[config.mk]
export PLATFORM = sky130hd
export DESIGN_NAME = id_ex_pipe_reg
export DESIGN_NICKNAME = d
export VERILOG_FILES = /design/src/rtl/id_ex_pipe_reg.sv
export SDC_FILE = /design/constraint.sdc
export NUM_CORES = 1
export LEC_CHECK = 0
export BUFFER_PORTS_ARGS = -buffer_cell sky130_fd_sc_hd__buf_2
export CORE_MARGIN = 2
export CORE_UTILIZATION = 45
export CTS_CLUSTER_SIZE = 24
export DETAILED_ROUTE_END_ITERATION = 8
export PLACE_DENSITY_LB_ADDON = 0.12
export SYNTH_ARGS = -nofsm -noshare
export SYNTH_HDL_FRONTEND = slang
export SYNTH_SLANG_ARGS = --single-unit
export TNS_END_PERCENT = 20
[constraint.sdc]
create_clock -name clk -period 4.25 [get_ports clk]
set_input_delay 0.425 -clock clk [delete_from_list [all_inputs] [get_ports clk]]
set_output_delay 0.425 -clock clk [all_outputs]
set_load 0.05 [all_outputs]
[src/rtl/id_ex_pipe_reg.sv]
// ID/EX pipeline register with load-use hazard detection.
// Captures the decode control bundle and operands each cycle and presents
// them to execute. Detects a load in EX whose rd feeds the ID instruction,
// inserts a one-cycle bubble and asks the front end to freeze.
// Edge priority: rst > flush > hold > load-use bubble > capture.
// Optional hazard counters (bubble_cnt, flush_cnt) are built when
// LUMOS_HAZARD_CNT_EN is defined; the default build omits them entirely.
module id_ex_pipe_reg #(
  parameter int XLEN = 32,
  parameter int RA_W = 5
) (
  input  logic            clk,
  input  logic            rst,
  input  logic            id_valid,
  input  logic [1:0]      id_ResultSrc,
  input  logic [1:0]      id_MemWrite,
  input  logic            id_ALUSrc1,
  input  logic            id_ALUSrc2,
  input  logic            id_RegWrite,
  input  logic [3:0]      id_ALUControl,
  input  logic [2:0]      id_MemRead,
  input  logic [2:0]      id_br_type,
  input  logic [XLEN-1:0] id_pc,
  input  logic [XLEN-1:0] id_rs1_data,
  input  logic [XLEN-1:0] id_rs2_data,
  input  logic [XLEN-1:0] id_imm,
  input  logic [RA_W-1:0] id_rs1,
  input  logic [RA_W-1:0] id_rs2,
  input  logic [RA_W-1:0] id_rd,
  input  logic            id_use_rs1,
  input  logic            id_use_rs2,
  input  logic            flush,
  input  logic            hold,
  output logic            ex_valid,
  output logic [1:0]      ex_ResultSrc,
  output logic [1:0]      ex_MemWrite,
  output logic            ex_ALUSrc1,
  output logic            ex_ALUSrc2,
  output logic            ex_RegWrite,
  output logic [3:0]      ex_ALUControl,
  output logic [2:0]      ex_MemRead,
  output logic [2:0]      ex_br_type,
  output logic [XLEN-1:0] ex_pc,
  output logic [XLEN-1:0] ex_rs1_data,
  output logic [XLEN-1:0] ex_rs2_data,
  output logic [XLEN-1:0] ex_imm,
  output logic [RA_W-1:0] ex_rs1,
  output logic [RA_W-1:0] ex_rs2,
  output logic [RA_W-1:0] ex_rd,
  output logic            load_use_stall
`ifdef LUMOS_HAZARD_CNT_EN
  ,
  output logic [31:0]     bubble_cnt,
  output logic [31:0]     flush_cnt
`endif
);

  logic ex_is_load;
  logic rs1_hit;
  logic rs2_hit;
  logic slot_empty;

  // Load-use detection against the instruction currently held in EX
  always_comb begin
    ex_is_load     = ex_valid & ex_RegWrite & (ex_ResultSrc == 2'b01) & (ex_rd != '0);
    rs1_hit        = id_use_rs1 & (id_rs1 == ex_rd);
    rs2_hit        = id_use_rs2 & (id_rs2 == ex_rd);
    load_use_stall = id_valid & ex_is_load & (rs1_hit | rs2_hit) & ~flush & ~hold;
  end

  // flush and reset always empty the slot; otherwise a stall or an invalid
  // ID slot empties it only when the register is not held
  always_comb begin
    slot_empty = rst | flush | (~hold & (load_use_stall | ~id_valid));
  end

  // Pipeline register: bubble, hold or capture
  always_ff @(posedge clk) begin
    if (slot_empty) begin
      ex_valid      <= 1'b0;
      ex_ResultSrc  <= '0;
      ex_MemWrite   <= '0;
      ex_ALUSrc1    <= 1'b0;
      ex_ALUSrc2    <= 1'b0;
      ex_RegWrite   <= 1'b0;
      ex_ALUControl <= '0;
      ex_MemRead    <= '0;
      ex_br_type    <= '0;
      ex_pc         <= '0;
      ex_rs1_data   <= '0;
      ex_rs2_data   <= '0;
      ex_imm        <= '0;
      ex_rs1        <= '0;
      ex_rs2        <= '0;
      ex_rd         <= '0;
    end else if (!hold) begin
      ex_valid      <= id_valid;
      ex_ResultSrc  <= id_ResultSrc;
      ex_MemWrite   <= id_MemWrite;
      ex_ALUSrc1    <= id_ALUSrc1;
      ex_ALUSrc2    <= id_ALUSrc2;
      ex_RegWrite   <= id_RegWrite;
      ex_ALUControl <= id_ALUControl;
      ex_MemRead    <= id_MemRead;
      ex_br_type    <= id_br_type;
      ex_pc         <= id_pc;
      ex_rs1_data   <= id_rs1_data;
      ex_rs2_data   <= id_rs2_data;
      ex_imm        <= id_imm;
      ex_rs1        <= id_rs1;
      ex_rs2        <= id_rs2;
      ex_rd         <= id_rd;
    end
  end

`ifdef LUMOS_HAZARD_CNT_EN
  // Hazard event counters; load_use_stall is already masked by hold and
  // flush, so hold freezes bubble_cnt without extra gating
  always_ff @(posedge clk) begin
    if (rst) begin
      bubble_cnt <= '0;
      flush_cnt  <= '0;
    end else begin
      if (load_use_stall) bubble_cnt <= bubble_cnt + 32'd1;
      if (flush)          flush_cnt  <= flush_cnt + 32'd1;
    end
  end
`endif

endmodule

# Word-level counts from Yosys, hierarchy flattened
# Cells that the tools add are included.
# totals
input_bits,167
out_inout_bits,162
elab_cells,37
register_bits,161
# classes
n_bitwise,17
eq_ne,3
reduce_logical,1
# op_table
op,n
$and 1x1->1,10
$eq 5x5->1,2
$reduce_bool 5->1,1
$or 1x1->1,4
$not 1->1,3
$eq 2x1->1 const B,1

# Depth between registers and ports, before layout
# Gate-level depths: netlist (run 1).
# logic_depth
depth_word,10
mapped_depth,7
depth_no_buf,4

# Worst setup path before layout (run 1)
# No wires, ideal clock.
# synth_path
kind,register to output
start,register ex_rd[4]
end,output port load_use_stall
n_path_buf,3
setup_slack_ns,1.298
path_stages_with_launch,8
required_ns,3.825
arrival_time_ns,2.527
cell_sequence,dfxtp_1 -> clkbuf_1 -> xnor2_1 -> nand4_1 -> o22ai_2 -> buf_2 -> buf_2 -> nor2b_1
# synth_via
elab_chain_cells,6
elab_cells_between_ends,11
classes_between,eq/ne (2); bitwise (8); reduce/logical (1)
# synth_lines
element,line_no,source
"start, declared",49,"output logic [RA_W-1:0] ex_rd,"
"start signal, assigned",112,ex_rd <= id_rd;
$eq 5x5->1 (tied with other cells),66,rs1_hit = id_use_rs1 & (id_rs1 == ex_rd);
$and 1x1->1 (on tied branches),"66, 65, 67",
$or 1x1->1 or $and 1x1->1 (tied branches),68,load_use_stall = id_valid & ex_is_load & (rs1_hit | rs2_hit) & ~flush & ~hold;
$and 1x1->1 (*) (3 in a row),68,
"end, declared",50,output logic load_use_stall
# Mark *: on every way between the ends. The rest lies on a longest branch, timed or not.

# Worst setup path after layout (run 1)
# layout_path
start,register ex_rd[0]
end,output port load_use_stall
# Same word-level chain as after synthesis.

==> results.cfg, run 1 <==
[yosys]
synth_area_per_cell_um2 = 9.19
ys_warn_count = 0
postSynthNetCount = 1118
synthesis_stage_register_bit_count = 161
synth_cells = 951
sequential_element_share_of_the_synthesized_area_pct = 36.9
netlist_area_um2 = 8740
post_synth_num_cell_types = 21

[final_layout]
post_route_cells_drive_above_1_share_pct = 31.1
seq_area_um2 = 3220
final.fill_count = 1755
footprint_of_the_multi_input_gates_um2 = 5040
layout.nets = 1352
area.growth.synth_to_final_pct = 26.1

[clocking]
tritoncts.num_buffers = 17
worst_setup_hold_path_clk_slew_ps = 70
cts_resized = 0
clkSinkCount = 161
clockRootBuffer = sky130_fd_sc_hd__clkbuf_16
tritoncts = built
cts.hold.buffers_added = 0
clock_path_buffers = 2
clock_latency_ps = 420
cts_setup_buffers = 0
htree_levels = 4

[setup_path]
worst_setup_path_startpoint = ex_rd[0]
regToRegSetupSlack_ps = 1540
timing.reg2reg.worst_path_depth = 5
cp.required_ps = 3830
cp_max_fo = 28
r2r-start = ex_rd[0]
type_of_destination_of_the_critical_path = output pin
worst_r2r_end = ex_pc[19]
critical_path_arrival_ps = 2550
cp-start-kind = flop
critical_path.endpoint = load_use_stall
worst-setup-path-type = reg2out

[detailed_routing]
drtAntennaViolNets = 0
detail_route.wirelength_um = 25900
detail_route.wl_per_cell_um = 17.7
num_vias = 8636
first_pass_iters = 5
drc = 0
drt-vias-per-instance = 5.91
drt_first_iter_violations = 642

[flow_run]
cap_viol_max_count = 0

[sta]
finalMaxSlewViolations = 0
worst_pin_slew_ps = 1030
setup_viol_count_final = 0
total_negative_slack_for_setup_checks_ps = 0
whs_ps = 345
max_slew_margin_pct = 31.2
fmax_mhz = 336
rsz0062_at_grt = false
post-route-period-util_pct = 70.0
final.min_clock_period_ps = 2980
timing_hold_violations_final = 0
fin_worst_skew_ps = 13.9

[die]
placeableCoreArea_um2 = 18900
die_y_um = 143
std_cell_rows = 50
fp.dieArea_um2 = 20600
floorplan.io_pins = 329
die_width_um = 143
start_util_pct = 46.3

[global_route]
grt.total_usage_pct = 23.3
overflow = 0
pin_count_of_the_biggest_net_entering_global_routing = 161
grt_pass1_vias = 7586
antenna_violations_before_repair = 3
first_pass_grt_wire_length_um = 39300

[place]
place_congestion = 0.844
place_hpwl_um = 15600
port-buffer-count = 328

[hold_path]
hp-class = in2reg
hold-path-cell-count = 3

[power_and_ir_drop]
pwr_density_cell_nw_per_um2 = 371
ir_drop_v = 0.000256
cellLeakagePower_nw = 4.81

[outcome]
status = finished clean
[cell families after synthesis]
| family | Yosys count | share of synthesized area (%) |
|---|---|---|
| AOI/OAI and AO/OA | 324 | 30.3 |
| DFF | 161 | 36.9 |
| buffers and inverters | 124 | 5.80 |
| xor gates and xnor gates | 10 | 1.00 |
| and+or+nand+nor | 172 | 7.76 |
| muxes | 160 | 18.3 |
[metal layers]
layer	vias to the layer above	GRT usage (%)	wire length, um
li1	4230	-	-
met5	-	0	0
met4	0	8.10	548
met3	31	6.60	1940
met1	4078	29.6	11000
met2	297	38.0	12400
[power breakdown]
part | internal, W | total [W] | switching, W | leakage, nW
clock network | 0.000989 | 0.00163 | 0.000645 | 0.291
registers | 0.00159 | 0.00165 | 0.0000618 | 1.31
logic | 0.000248 | 0.000813 | 0.000565 | 3.21
[cell usage in the layout, fill, tap and decap left out, types with 4 or more instances in the layout]
master	count
sky130_fd_sc_hd__a32oi_1	161
sky130_fd_sc_hd__buf_12	6
sky130_fd_sc_hd__buf_2	327
sky130_fd_sc_hd__buf_4	5
sky130_fd_sc_hd__bufinv_16	4
sky130_fd_sc_hd__clkbuf_16	17
sky130_fd_sc_hd__dfxtp_1	161
sky130_fd_sc_hd__mux2i_1	160
sky130_fd_sc_hd__nor2_1	160
sky130_fd_sc_hd__o31ai_1	160
sky130_fd_sc_hd__xnor2_1	10
[registers in the layout (all words and copies together) (netlist names), 2 cells and up]
register       cells
ex_ALUControl      4
ex_MemRead         3
ex_MemWrite        2
ex_ResultSrc       2
ex_br_type         3
ex_imm            32
ex_pc             32
ex_rd              5
ex_rs1             5
ex_rs1_data       32
ex_rs2             5
ex_rs2_data       32
[final cells by class]
cell class | count | share of cell area (%)
multi-input combinational | 666 | 45.7
antenna | 3 | 0.0681
tap | 260 | 2.95
clock buffer | 20 | 3.96
sequential | 161 | 29.2
clock inverter | 12 | 1.66
timing repair buffer | 339 | 16.4
[through the flow]
stage	setup WS (ps)	total power [W]	cell area, um2	std cells	util (%)
finish	1270	0.00410	11000	1461	58.3
global route	1120	0.00425	11000	1460	58.3
CTS	1230	0.00413	11000	1458	58.3
detailed placement	1550	0.00249	10400	1426	55.0
global placement	1550	0.00249	10400	1426	55.0
floorplan	1300	0.00226	8740	951	-
[worst min-delay path by stage]
stage,start,to,slack [ps]
6_report,id_pc[21],ex_pc[21],340
5_1_grt,id_rs1_data[19],ex_rs1_data[19],340
4_1_cts,id_pc[21],ex_pc[21],330
3_5_place_dp,ex_rs1_data[21],ex_rs1_data[21],510
3_3_place_gp,ex_rs2_data[2],ex_rs2_data[2],500
2_1_floorplan,rst,ex_valid,620
[worst max-delay path, cell delays in order, from the launching register on]
cell	delay (ps)
sky130_fd_sc_hd__dfxtp_1	380
sky130_fd_sc_hd__or4_1	600
sky130_fd_sc_hd__o211ai_4	750
sky130_fd_sc_hd__nor2b_1	130
sky130_fd_sc_hd__buf_2	270
[cells in the mapped netlist]
library cell                 n  area (um2)
sky130_fd_sc_hd__mux2i_1   160        1600
sky130_fd_sc_hd__nand4_1     2        12.5
sky130_fd_sc_hd__nor2b_1     1        6.26
sky130_fd_sc_hd__o22ai_2     1        12.5
sky130_fd_sc_hd__o221ai_1    1        8.76
sky130_fd_sc_hd__buf_2       6        30.0
sky130_fd_sc_hd__o211ai_2    1        12.5
sky130_fd_sc_hd__or3b_2      1        8.76
sky130_fd_sc_hd__clkbuf_1   96         360
sky130_fd_sc_hd__nor2_1    161         604
sky130_fd_sc_hd__dfxtp_1   161        3220
sky130_fd_sc_hd__a32oi_1   161        1410
sky130_fd_sc_hd__nor4bb_1    1        10.0
sky130_fd_sc_hd__o31ai_1   160        1200
sky130_fd_sc_hd__xnor2_1    10        87.6
sky130_fd_sc_hd__and3b_1     1        8.76
sky130_fd_sc_hd__buf_4       9        67.6
sky130_fd_sc_hd__nand2_1     3        11.3
sky130_fd_sc_hd__buf_1      13        48.8
sky130_fd_sc_hd__or4_1       1        7.51
sky130_fd_sc_hd__nor4b_1     1        8.76
No activity file was read; power rests on OpenSTA's default activity.
==> run 2: changes to the inputs <==
clock period = 2.7 ns   (was 4.25 ns; I/O delays follow)
==> run 2 against run 1 <==
  * Register-to-register slack worse by 920 ps
  * Sequential share of layout area down 0.24 points
  * Worst setup slack got worse by 1100 ps
  * Combinational power grew 60%
  * Flip-flop and latch count unchanged
  * Total power is 51% higher
  * Wire length grew 2.0%
  * Clock-buffer cell count is 1 lower
  * First-iteration DRC count up 7.9%
==> results.cfg, run 2 (synthesized netlist as in run 1, its figures left out) <==
[clocking]
tritoncts.num_buffers = 17
tritoncts = built
worst_setup_hold_path_clk_slew_ps = 70
clock_latency_ps = 420
cts_setup_buffers = 0
clkSinkCount = 161
cts_resized = 0
cts.hold.buffers_added = 0
clock_path_buffers = 2
clockRootBuffer = sky130_fd_sc_hd__clkbuf_16
htree_levels = 4

[power_and_ir_drop]
p_seq_share_pct = 41.9
power_frac_clock_pct = 37.2
pwr_density_cell_nw_per_um2 = 557
ir_drop_v = 0.000441
net-switching-power_w = 0.00200
swShare_pct = 32.3
cellInternalPower_w = 0.00419
cellLeakagePower_nw = 4.87
comb_power_share_pct = 21.0

[sta]
worst_pin_slew_ps = 851
fin_worst_skew_ps = 11.0
timing_hold_violations_final = 0
max_slew_margin_pct = 43.2
total_negative_slack_for_setup_checks_ps = 0
post-route-period-util_pct = 93.6
fmax_mhz = 396
postLayoutSetupSlackWorst_ps = 172
final.min_clock_period_ps = 2530
finalMaxSlewViolations = 0
rsz0062_at_grt = false
setup_viol_count_final = 0

[setup_path]
cp-start-kind = flop
worst_r2r_end = ex_ResultSrc[1]
cp_max_fo = 6
r2r-start = ex_rd[1]
critical_path.endpoint = load_use_stall
cp.required_ps = 2430
worst-setup-path-type = reg2out
type_of_destination_of_the_critical_path = output pin
regToRegSetupSlack_ps = 620
timing.reg2reg.worst_path_depth = 5
worst_setup_path_startpoint = ex_rd[1]
critical_path_arrival_ps = 2260

[global_route]
antenna_violations_before_repair = 4
grt.total_usage_pct = 24.5
first_pass_grt_wire_length_um = 41300
overflow = 0
grt_pass1_vias = 7838
pin_count_of_the_biggest_net_entering_global_routing = 146

[hold_path]
hp-class = in2reg
hold-path-cell-count = 3

[final_layout]
most-common-layout-cells = sky130_fd_sc_hd__buf_2 (327), sky130_fd_sc_hd__a32oi_1 (161), sky130_fd_sc_hd__dfxtp_1 (161)
finalNonFillerCells = 1473
mostFrequentLayoutCell = sky130_fd_sc_hd__buf_2
post_route_cells_drive_above_1_share_pct = 31.9
stdcell_area_um2 = 11100
final.fill_count = 1738
area.growth.synth_to_final_pct = 27.2
layout.nets = 1364

[detailed_routing]
drtAntennaViolNets = 0
drt_first_iter_violations = 693
detail_route.wirelength_um = 26400
num_vias = 8622
first_pass_iters = 5
drc = 0
drt-vias-per-instance = 5.85
detail_route.wl_per_cell_um = 17.9

[die]
die_width_um = 143
die_y_um = 143
start_util_pct = 46.3
placeableCoreArea_um2 = 18900
floorplan.io_pins = 329
fp.dieArea_um2 = 20600
std_cell_rows = 50

[place]
place_hpwl_um = 17000
postPlaceCellArea_um2 = 10600
placement.setup.worst_slack_ps = 635
place_congestion = 0.780
port-buffer-count = 328
dp.cells = 1438

[outcome]
status = finished clean

[flow_run]
cap_viol_max_count = 0
==> run 2: stage by stage <==
| step | total power (W) | utilization, % | hold slack (ps) |
|---|---|---|---|
| final | 0.00619 | 58.8 | 196 |
| after global routing | 0.00644 | 58.8 | 200 |
| after CTS | 0.00625 | 58.8 | 181 |
| after detailed placement | 0.00394 | 55.8 | 506 |
| after global placement | 0.00393 | 55.8 | 500 |
| after floorplan | 0.00356 | - | 460 |
==> run 2: area by class of cell <==
type / count / area [um2] / share of cell area (%)
multi-input combinational: 666 / 5040 / 45.4
antenna: 4 / 10.0 / 0.0900
timing repair buffer: 351 / 1960 / 17.6
tap: 260 / 325 / 2.93
sequential: 161 / 3220 / 29.0
clock inverter: 12 / 111 / 1.00
clock buffer: 19 / 443 / 3.98
==> run 2: how the worst min path moves through the flow <==
| stage | start | slack [ps] | endpoint |
|---|---|---|---|
| 3_3_place_gp | ex_imm[5] | 500 | ex_imm[5] |
| 3_5_place_dp | ex_imm[3] | 510 | ex_imm[3] |
| 6_report | id_rs1_data[25] | 200 | ex_rs1_data[25] |
| 4_1_cts | id_rs1_data[27] | 180 | ex_rs1_data[27] |
| 2_1_floorplan | rst | 460 | ex_valid |
| 5_1_grt | id_imm[13] | 200 | ex_imm[13] |
==> run 2: routing by layer <==
metal  track usage (%)  routed length (um)  vias to the layer above
met3              6.53                1900                       42
met2              39.1               12300                      292
met5                 0                   0                        -
li1                  -                   -                     4260
met4              9.29                 684                        0
met1              31.7               11500                     4028
==> run 2: power by group through the flow <==
| stage | clock network (W) | registers (W) | logic, W |
|---|---|---|---|
| floorplan | 0 | 0.00305 | 0.000510 |
| global placement | 0 | 0.00264 | 0.00129 |
| detailed placement | 0 | 0.00264 | 0.00129 |
| CTS | 0.00236 | 0.00259 | 0.00130 |
| global route | 0.00245 | 0.00261 | 0.00139 |
| finish | 0.00230 | 0.00259 | 0.00130 |
==> run 2: critical path: stages, from the launching register on <==
cell,delay [ps]
sky130_fd_sc_hd__dfxtp_1,450
sky130_fd_sc_hd__xnor2_1,150
sky130_fd_sc_hd__nand4_1,230
sky130_fd_sc_hd__o22ai_4,380
sky130_fd_sc_hd__nor2b_2,320
sky130_fd_sc_hd__buf_2,310
==> run 3: changes to the inputs <==
CELL_PAD_IN_SITES_DETAIL_PLACEMENT = 1   (was unset)
CELL_PAD_IN_SITES_GLOBAL_PLACEMENT = 2   (was unset)
CORE_UTILIZATION = 26   (was 45)
SETUP_SLACK_MARGIN = 0.2   (was unset)
==> run 3 against run 2 <==
  * Utilization decreased by 24 points
  * Design area increased by 3.9%
  * Combinational power increased by 3%
  * Wire length increased by 22%
==> results.cfg, run 3 (synthesized netlist as in run 1, its figures left out) <==
[setup_path]
regToRegSetupSlack_ps = 670
top_cell_family_by_delay_on_the_critical_path = simple AND/OR/NAND/NOR gates
cpMaxStageDelayCell = sky130_fd_sc_hd__or4_4
worst-setup-path-type = reg2out
critical_path_arrival_ps = 2120
cp_max_fo = 16
critical_path.cell_chain = or4_4 > o211ai_4 > buf_12 > nor2b_4 > buf_2
cp_num_buf_inv = 2
worst_path_largest_cell_delay_ps = 580
type_of_destination_of_the_critical_path = output pin
cp-start-kind = flop
cp.required_ps = 2430

[detailed_routing]
drtAntennaViolNets = 0
drt-vias-per-instance = 5.27
first_pass_iters = 4
drt_first_iter_violations = 488
detail_route.wl_per_cell_um = 19.3
detail_route.wirelength_um = 32300
drc = 0
num_vias = 8819

[final_layout]
stdcell_area_um2 = 11500
final.fill_count = 3923
post_route_cells_drive_above_1_share_pct = 32.4
most-common-layout-cells = sky130_fd_sc_hd__buf_2 (327), sky130_fd_sc_hd__a32oi_1 (161), sky130_fd_sc_hd__dfxtp_1 (161)
finalNonFillerCells = 1672
area.growth.synth_to_final_pct = 32.1
seq_area_um2 = 3220
layout.nets = 1376
footprint_of_the_multi_input_gates_um2 = 5050
mostFrequentLayoutCell = sky130_fd_sc_hd__buf_2

[sta]
whs_ps = 181
final.min_clock_period_ps = 2390
fin_worst_skew_ps = 6.91
max_slew_margin_pct = 33.3
total_negative_slack_for_setup_checks_ps = 0
rsz0062_at_grt = false
fmax_mhz = 419
timing_hold_violations_final = 0
finalMaxSlewViolations = 0
post-route-period-util_pct = 88.4
worst_pin_slew_ps = 1000
setup_viol_count_final = 0

[clocking]
worst_setup_hold_path_clk_slew_ps = 60
clock_path_buffers = 2
tritoncts = built
clock_latency_ps = 430
tritoncts.num_buffers = 17
htree_levels = 4
clockRootBuffer = sky130_fd_sc_hd__clkbuf_16
clkSinkCount = 161
cts.hold.buffers_added = 0

[place]
dp.cells = 1635
port-buffer-count = 328
postPlaceCellArea_um2 = 10900
place_hpwl_um = 21100
place_congestion = 0.698

[global_route]
grt.total_usage_pct = 17.8
first_pass_grt_wire_length_um = 50100
pin_count_of_the_biggest_net_entering_global_routing = 162
overflow = 0
grt_pass1_vias = 8685
antenna_violations_before_repair = 7

[power_and_ir_drop]
pwr_density_cell_nw_per_um2 = 561
ir_drop_v = 0.000422
p_total_w = 0.00647
cellLeakagePower_nw = 4.98

[die]
fp.dieArea_um2 = 35100
die_width_um = 187
floorplan.io_pins = 329
die_y_um = 187
start_util_pct = 26.3
std_cell_rows = 67
placeableCoreArea_um2 = 33300

[flow_run]
cap_viol_max_count = 0

[outcome]
status = finished clean

[hold_path]
hp-class = in2reg
run 3: path summary, 6_finish.rpt:
check             cells after the start      startpoint         endpoint
setup / recovery                      5        ex_rd[0]   load_use_stall
hold / removal                        3  id_rs1_data[6]   ex_rs1_data[6]
setup reg to reg                      6        ex_rd[0]  ex_rs2_data[15]
hold reg to reg                       2       ex_imm[7]        ex_imm[7]
run 3: power by group:
part           internal (W)  switching [W]  total [W]
combinational      0.000415       0.000925    0.00134
clock               0.00152        0.00102    0.00254
sequential          0.00250      0.0000952    0.00259
total               0.00443        0.00204    0.00647
run 3: through the flow:
stage               util (%)  worst slack [ps]
floorplan                  -               299
global placement        32.7               584
detailed placement      32.7               530
CTS                     34.6               230
global route            34.7               204
finish                  34.7               313
run 3: area by class of cell:
cell class                 count  area share [%]
antenna                        4          0.0867
clock buffer                  24            4.17
clock inverter                 6           0.910
multi-input combinational    666            43.7
sequential                   161            27.9
tap                          448            4.86
timing repair buffer         363            18.3
run 3: metal layers:
| layer | part of all wire, % | wire, um | vias up | GRT usage [%] |
|---|---|---|---|---|
| met5 | 0.099 | 32 | - | 0 |
| met1 | 47 | 15300 | 4265 | 23.7 |
| met2 | 44 | 14300 | 236 | 27.5 |
| met4 | 1.1 | 369 | 6 | 4.40 |
| li1 | - | - | 4289 | - |
| met3 | 6.9 | 2220 | 23 | 6.02 |
run 3: tightest hold or removal path: stages:
cell and delay [ps]:
sky130_fd_sc_hd__buf_2 70, sky130_fd_sc_hd__mux2i_1 70, sky130_fd_sc_hd__o31ai_1 170
run 3: what timing repair did:
item	4_1_cts	5_1_grt
cloned	1	0
setup buffers	1	1
resized for setup	0	1
pin swaps	1	1
setup endpoints to repair	1	1
